===== src/rtl/max_pool_row.sv =====
// rtl/max_pool_row.sv - 2x2 stride-2 row max-pool stage feeding the pooled-feature writer.
module max_pool_row #(
  parameter int OCH  = 6,
  parameter int OY   = 14,
  parameter int OX   = 14,
  parameter int F_BW = 8
) (
  input  logic                       clk,
  input  logic                       areset,
  input  logic                       i_run,
  input  logic [$clog2(2*OY)-1:0]    i_iy_idx,
  input  logic [$clog2(OCH)-1:0]     i_ich_idx,
  input  logic [2*OX*F_BW-1:0]       i_ix_row,
  input  logic                       i_wr_idle,
  output logic                       o_idle,
  output logic                       o_n_ready,
  output logic                       o_seq_err,
  output logic                       o_ovf_err,
  output logic                       o_wr_run,
  output logic [$clog2(OY)-1:0]      o_wr_oy_idx,
  output logic [$clog2(OCH)-1:0]     o_wr_och_idx,
  output logic [OX*F_BW-1:0]         o_wr_ox_pool
);

  localparam int IY_W = $clog2(2*OY);
  localparam int CH_W = $clog2(OCH);
  localparam int OY_W = $clog2(OY);

  typedef enum logic [1:0] {S_EVEN, S_ODD, S_PEND} state_t;

  state_t state, state_next;

  logic [OX-1:0][F_BW-1:0] h_max;
  logic [OX-1:0][F_BW-1:0] v_max;
  logic [OX-1:0][F_BW-1:0] r_top;
  logic [OX-1:0][F_BW-1:0] result;
  logic [IY_W-1:0]         top_iy;
  logic [CH_W-1:0]         top_ich;

  logic in_range;
  logic iy_odd;
  logic pair_match;
  logic load_top;
  logic load_result;
  logic issue;
  logic seq_set;
  logic ovf_set;

  for (genvar j = 0; j < OX; j++) begin : g_pool
    logic [F_BW-1:0] left;
    logic [F_BW-1:0] right;
    assign left     = i_ix_row[(2*j)*F_BW +: F_BW];
    assign right    = i_ix_row[(2*j+1)*F_BW +: F_BW];
    assign h_max[j] = (left >= right) ? left : right;
    assign v_max[j] = (h_max[j] >= r_top[j]) ? h_max[j] : r_top[j];
  end

  // Widened compares so the limits still fit when 2*OY or OCH is a power of two.
  assign in_range = ({1'b0, i_iy_idx} < (IY_W+1)'(2*OY)) &&
                    ({1'b0, i_ich_idx} < (CH_W+1)'(OCH));
  assign iy_odd   = i_iy_idx[0];
  // top_iy is always even, so iy == top_iy+1 reduces to matching the upper bits of an odd iy.
  assign pair_match = (i_iy_idx[IY_W-1:1] == top_iy[IY_W-1:1]) && (i_ich_idx == top_ich);

  always_ff @(posedge clk) begin
    if (areset) state <= S_EVEN;
    else        state <= state_next;
  end

  always_comb begin
    state_next  = state;
    load_top    = 1'b0;
    load_result = 1'b0;
    issue       = 1'b0;
    seq_set     = 1'b0;
    ovf_set     = 1'b0;
    case (state)
      S_EVEN: begin
        if (i_run) begin
          if (!in_range || iy_odd) begin
            seq_set = 1'b1;
          end else begin
            load_top   = 1'b1;
            state_next = S_ODD;
          end
        end
      end
      S_ODD: begin
        if (i_run) begin
          if (!in_range) begin
            seq_set = 1'b1;
          end else if (!iy_odd) begin
            seq_set  = 1'b1;
            load_top = 1'b1;
          end else if (pair_match) begin
            load_result = 1'b1;
            state_next  = S_PEND;
          end else begin
            seq_set    = 1'b1;
            state_next = S_EVEN;
          end
        end
      end
      S_PEND: begin
        if (i_wr_idle) begin
          issue      = 1'b1;
          state_next = S_EVEN;
        end
        if (i_run) begin
          ovf_set = 1'b1;
          seq_set = !in_range;
        end
      end
      default: state_next = S_EVEN;
    endcase
  end

  always_ff @(posedge clk) begin
    if (areset) begin
      r_top        <= '0;
      top_iy       <= '0;
      top_ich      <= '0;
      result       <= '0;
      o_wr_oy_idx  <= '0;
      o_wr_och_idx <= '0;
      o_wr_run     <= 1'b0;
      o_seq_err    <= 1'b0;
      o_ovf_err    <= 1'b0;
    end else begin
      o_wr_run <= issue;
      if (seq_set) o_seq_err <= 1'b1;
      if (ovf_set) o_ovf_err <= 1'b1;
      if (load_top) begin
        r_top   <= h_max;
        top_iy  <= i_iy_idx;
        top_ich <= i_ich_idx;
      end
      if (load_result) begin
        result       <= v_max;
        o_wr_oy_idx  <= OY_W'(i_iy_idx >> 1);
        o_wr_och_idx <= i_ich_idx;
      end
    end
  end

  assign o_wr_ox_pool = result;
  assign o_n_ready    = (state == S_PEND);
  assign o_idle       = (state == S_EVEN) && !o_wr_run;

endmodule


===== config.mk =====
export PLATFORM = sky130hd
export DESIGN_NAME = max_pool_row
export DESIGN_NICKNAME = d
export VERILOG_FILES = /design/src/rtl/max_pool_row.sv
export SDC_FILE = /design/constraint.sdc
export NUM_CORES = 1
export LEC_CHECK = 0
export ABC_AREA = 1
export BUFFER_PORTS_ARGS = -buffer_cell sky130_fd_sc_hd__buf_2
export CAP_MARGIN = 20
export CORE_MARGIN = 3
export CORE_UTILIZATION = 52
export DETAILED_ROUTE_END_ITERATION = 16
export GPL_TIMING_DRIVEN = 1
export PLACE_DENSITY_LB_ADDON = 0.08
export REMOVE_ABC_BUFFERS = 1
export SETUP_SLACK_MARGIN = 0.15
export SLEW_MARGIN = 20
export SYNTH_ARGS = -nofsm -noshare
export SYNTH_HDL_FRONTEND = slang
export SYNTH_SLANG_ARGS = --single-unit

===== constraint.sdc =====
create_clock -name clk -period 3.3 [get_ports clk]
set_clock_uncertainty 0.05 [all_clocks]
set_input_delay 0.33 -clock clk [delete_from_list [all_inputs] [get_ports clk]]
set_output_delay 0.33 -clock clk [all_outputs]
set_load 0.02 [all_outputs]

# Yosys cells after proc, flatten, opt, wreduce, memory -nomap -nowiden
# Cells that the tools add are included.
# totals
ff_bits	244
word_cells	144
# op_classes
magnitude_cmp	30
n_eq_ne	10
n_mux	58
bitwise_logic	1
reduce_logical	9
# ops
cell	n
8-bit >= comparator	28
8-bit two-way mux	28
1-bit two-way mux	20
2-bit two-way mux	7
2-bit inequality test, second input constant	6
2-bit case mux with 3 select lines	1
6-bit AND reduction	1
5-bit < comparator, second input constant	1
4-bit == test	1
3-bit == test	1
1-bit logical AND	3
3-bit < comparator, second input constant	1
1-bit case mux with 3 select lines	1
2-bit by 1-bit == test with 1-bit output, second input constant	1
2-bit == test, second input constant	1
1-bit logical NOT	2
2-bit logical NOT	1
1-bit case mux with 2 select lines	1
2-bit OR reduction	1
1-bit logical OR	1
1-bit inverter	1

# Depth between registers and ports, before layout
# logic_depth
depth_word	7
mapped_depth	22
mapped_depth_nobuf	22

# Least setup slack after synthesis
# No wires, ideal clock.
# synth_timing
path_kind	input port to flip-flop
start	in i_ix_row[223]
end	reg result, in the netlist o_wr_ox_pool[104]
setup_time_ps	109
arrival_ps	2799
t_required_ps	3141
path_slack_ps	342
stages	18
path_buffers	1
path_cell_list	inv_1 ha_1 a21o_1 nor2_2 nand3_1 nand2_1 and2_1 ha_1 nand2_1 inv_1 nor2_1 o21a_1 clkbuf_1 nand3_1 nand3_1 nand3_1 nand2_1 inv_1
# synth_lines
element	line_no	source
from (decl)	13	input logic [2*OX*F_BW-1:0] i_ix_row,
to (signal assigned)	139	result <= v_max;
to (decl)	36	logic [OX-1:0][F_BW-1:0] result;

==> impl_metrics.py <==
metrics = {
    "grt": {
        "grt_pass1_wl_mm": 85.7,
        "grt_max_degree": 120,
        "antenna_found_initial": 3,
        "grt_overflow": 0,
        "gr-usage-all-layers": 0.255,
        "grt_pass1_vias": 19100,
    },
    "critical_path": {
        "critPathLaunchType": "input pin",
        "critPathMaxFanout": 9,
        "crit_arrival_ns": 3.07,
        "crit_type": "input pin to flop",
        "path_buf_inv": 3,
        "cp_slowest_cell": "ha_1",
        "path_common_cell": "nand2_1",
        "critPathTopFamily": "simple AND/OR/NAND/NOR gates",
        "cp.required_ns": 3.69,
        "critPathCaptureType": "flop",
        "path_cells": "buf_2, ha_1, nand2_1, nand3_1, nand2_1, nand2_1, nand2_1, nand2_1, nand2_1, and2_1, ha_1, inv_1, nor2_1, o21ai_0, nand2_1, nand2_1, nand3_1, nand3_1, nand3_1, nand2_1, inv_1",
        "crit_path_max_incr_delay_ns": 0.29,
    },
    "sta": {
        "clock.fmax_mhz": 373,
        "setup_violations": 0,
        "finalHoldViolations": 0,
        "relSlewSlack": 0.584,
        "rsz0062_at_grt": "false",
        "tightest_slew_ns": 0.624,
        "drv_slew": 0,
        "hold_ws_ns": 0.0446,
        "period_minus_slack_ns": 2.68,
        "finalWorstSetupSlack_ns": 0.621,
        "period_share": 0.812,
    },
    "placed_design": {
        "dpl_cell_area_um2": 21700,
        "place_inst": 3787,
        "hpwlAfterDp_mm": 38.9,
        "pre_cts_slack_ns": 0.0604,
        "place.gp.congestion": 0.890,
        "portBuffers": 359,
    },
    "cells_and_area": {
        "fill_cells": 3429,
        "syn_to_final_growth_pct": 18.2,
        "design_area_um2": 22700,
        "nets": 3824,
        "fin_cells": 3845,
        "drive_above_1_share": 0.148,
    },
    "drt": {
        "ant_nets": 0,
        "finalWirelength_mm": 51.5,
        "vias": 19700,
        "post_drt_wl_per_cell_um": 13.4,
        "drtPass1Iterations": 5,
        "drc": 0,
        "drt_iter0_markers": 762,
        "drt-vias-per-instance": 5.13,
    },
    "clock_network": {
        "clk_pin_slew_ns": 0.06,
        "clockBufferDepth": 3,
        "postCtsHoldBufs": 3,
        "htreeDepth": 1,
        "cts_root_buffer": "clkbuf_16",
        "cts_made_buffers": 29,
        "post_cts_buffers": 0,
        "cts_tree": "built",
        "clk_latency_ns": 0.55,
        "cts_resized": 0,
        "clock_sinks": 243,
    },
    "synthesis": {
        "synth_top_area_frac": 0.253,
        "synthCells": 3009,
        "synth_cell_types": 27,
        "netlist_area_um2": 19200,
        "yosys_warnings": 0,
        "synth_area_per_cell_um2": 6.38,
        "yosysSeqAreaShare": 0.253,
        "yosysMostFrequentCell": "inv_1",
        "synthTopCellsByArea": "dfxtp_1 (25%), inv_1 (15%), ha_1 (15%)",
        "yosysTopAreaCell": "dfxtp_1",
        "synth_edf_count": 0,
        "async_flop_share": 0,
        "synthTopCellsByCount": "inv_1 (780), nand2_1 (459), nand3_1 (359)",
        "ys.flop_type": "dfxtp_1",
        "ys_seq_elements": 243,
    },
    "status": {
        "status": "complete, no violations",
    },
    "pwr": {
        "power.internal_uw": 6630,
        "swShare": 0.350,
        "leakage_uw": 0.0129,
        "seq_power_share": 0.328,
        "switching_power_uw": 3570,
        "fin_total_pwr_uw": 10200,
        "ir_drop_mv": 0.417,
        "p_clk_frac": 0.330,
        "power_density_nw_per_um2": 450,
        "pwr-share-comb": 0.342,
    },
    "floorplanning": {
        "die-area_um2": 39300,
        "std_cell_rows": 69,
        "dieWidth_um": 198,
        "coreArea_um2": 36000,
        "die_h_um": 198,
        "start_util": 0.533,
        "io_pins": 360,
    },
    "run": {
        "drv_cap": 0,
    },
    "hold_path": {
        "worstHoldPathType": "input pin to flop",
    },
}
worst min-delay path, cell delays in order:
cell and delay [ns]:
buf_2 0.12, nor2_1 0.05, nor2_1 0.09
registers in the layout (all words and copies together) (netlist names):
register and count:
o_wr_ox_pool 112, r_top 112, o_wr_oy_idx 4, top_iy 4
o_wr_och_idx 3, top_ich 3, state 2, o_ovf_err 1
o_seq_err 1, o_wr_run 1
per-stage QoR:
stage               TNS (ns)   util
finish                     0  0.630
detailed placement         0  0.602
global route               0  0.630
global placement           0  0.602
CTS                        0  0.630
floorplan            -391.90      -
placed cells by master (no fill, tap or decap), drive strengths merged, types with 2 or more instances in the layout:
| master | synthesis | final |
|---|---|---|
| inv | 781 | 781 |
| nand2 | 459 | 459 |
| buf | 69 | 420 |
| nand3 | 360 | 360 |
| a21oi | 270 | 270 |
| dfxtp | 243 | 243 |
| ha | 228 | 228 |
| o21ai | 145 | 145 |
| nand4 | 135 | 135 |
| nor2 | 133 | 133 |
| and2 | 111 | 111 |
| clkbuf | 35 | 43 |
| o21a | 27 | 27 |
| xnor2 | 6 | 6 |
| clkinv | 0 | 5 |
| bufinv | 0 | 5 |
| dlygate4sd3 | 0 | 3 |
| diode | 0 | 2 |
| a21o | 2 | 2 |
| nor3 | 2 | 2 |
logic make-up (layout without fill, tap and decap cells):
| group | Yosys count | count (layout) | share of synthesized area |
|---|---|---|---|
| compound gates | 446 | 446 | 0.126 |
| other cells | 0 | 2 | 0 |
| xor+xnor | 7 | 7 | 0.00319 |
| flops | 243 | 243 | 0.253 |
| simple gates | 1200 | 1200 | 0.291 |
| buf+inv | 885 | 1258 | 0.178 |
| fa+ha+maj | 228 | 228 | 0.149 |
layout make-up:
type                       count  area [µm²]  area share
inverter                     781        2940       0.130
timing repair buffer         424        2390       0.105
multi-input combinational   1881       10900       0.482
sequential                   243        4860       0.214
clock buffer                  42         805      0.0355
tap                          461         577      0.0254
antenna                        2        5.00    0.000221
clock inverter                11         183     0.00805
routing by layer:
layer	vias to the layer above	track usage	part of all wire
li1	10300	-	-
met1	8874	0.318	0.44
met2	474	0.457	0.48
met3	89	0.0345	0.055
met4	6	0.0758	0.026
met5	-	0	0.00070
path summary, 6_finish.rpt:
path | slack, ns | to | startpoint | cells after the start
setup / recovery | 0.62 | o_wr_ox_pool[19] | i_ix_row[33] | 21
setup reg to reg | 1.02 | r_top[47] | state[0] | 9
hold / removal | 0.04 | top_ich[1] | i_ich_idx[1] | 3
hold reg to reg | 0.41 | o_ovf_err | o_ovf_err | 2
power groups by stage:
stage          logic [µW]  clock network [µW]  registers (µW)
2_1_floorplan        2430                   0            3370
3_3_place_gp         3330                   0            3400
3_5_place_dp         3450                   0            3400
4_1_cts              3480                3460            3340
5_1_grt              4050                3560            3370
6_report             3490                3370            3340
Note: power is estimated with default switching activity, not from simulation.
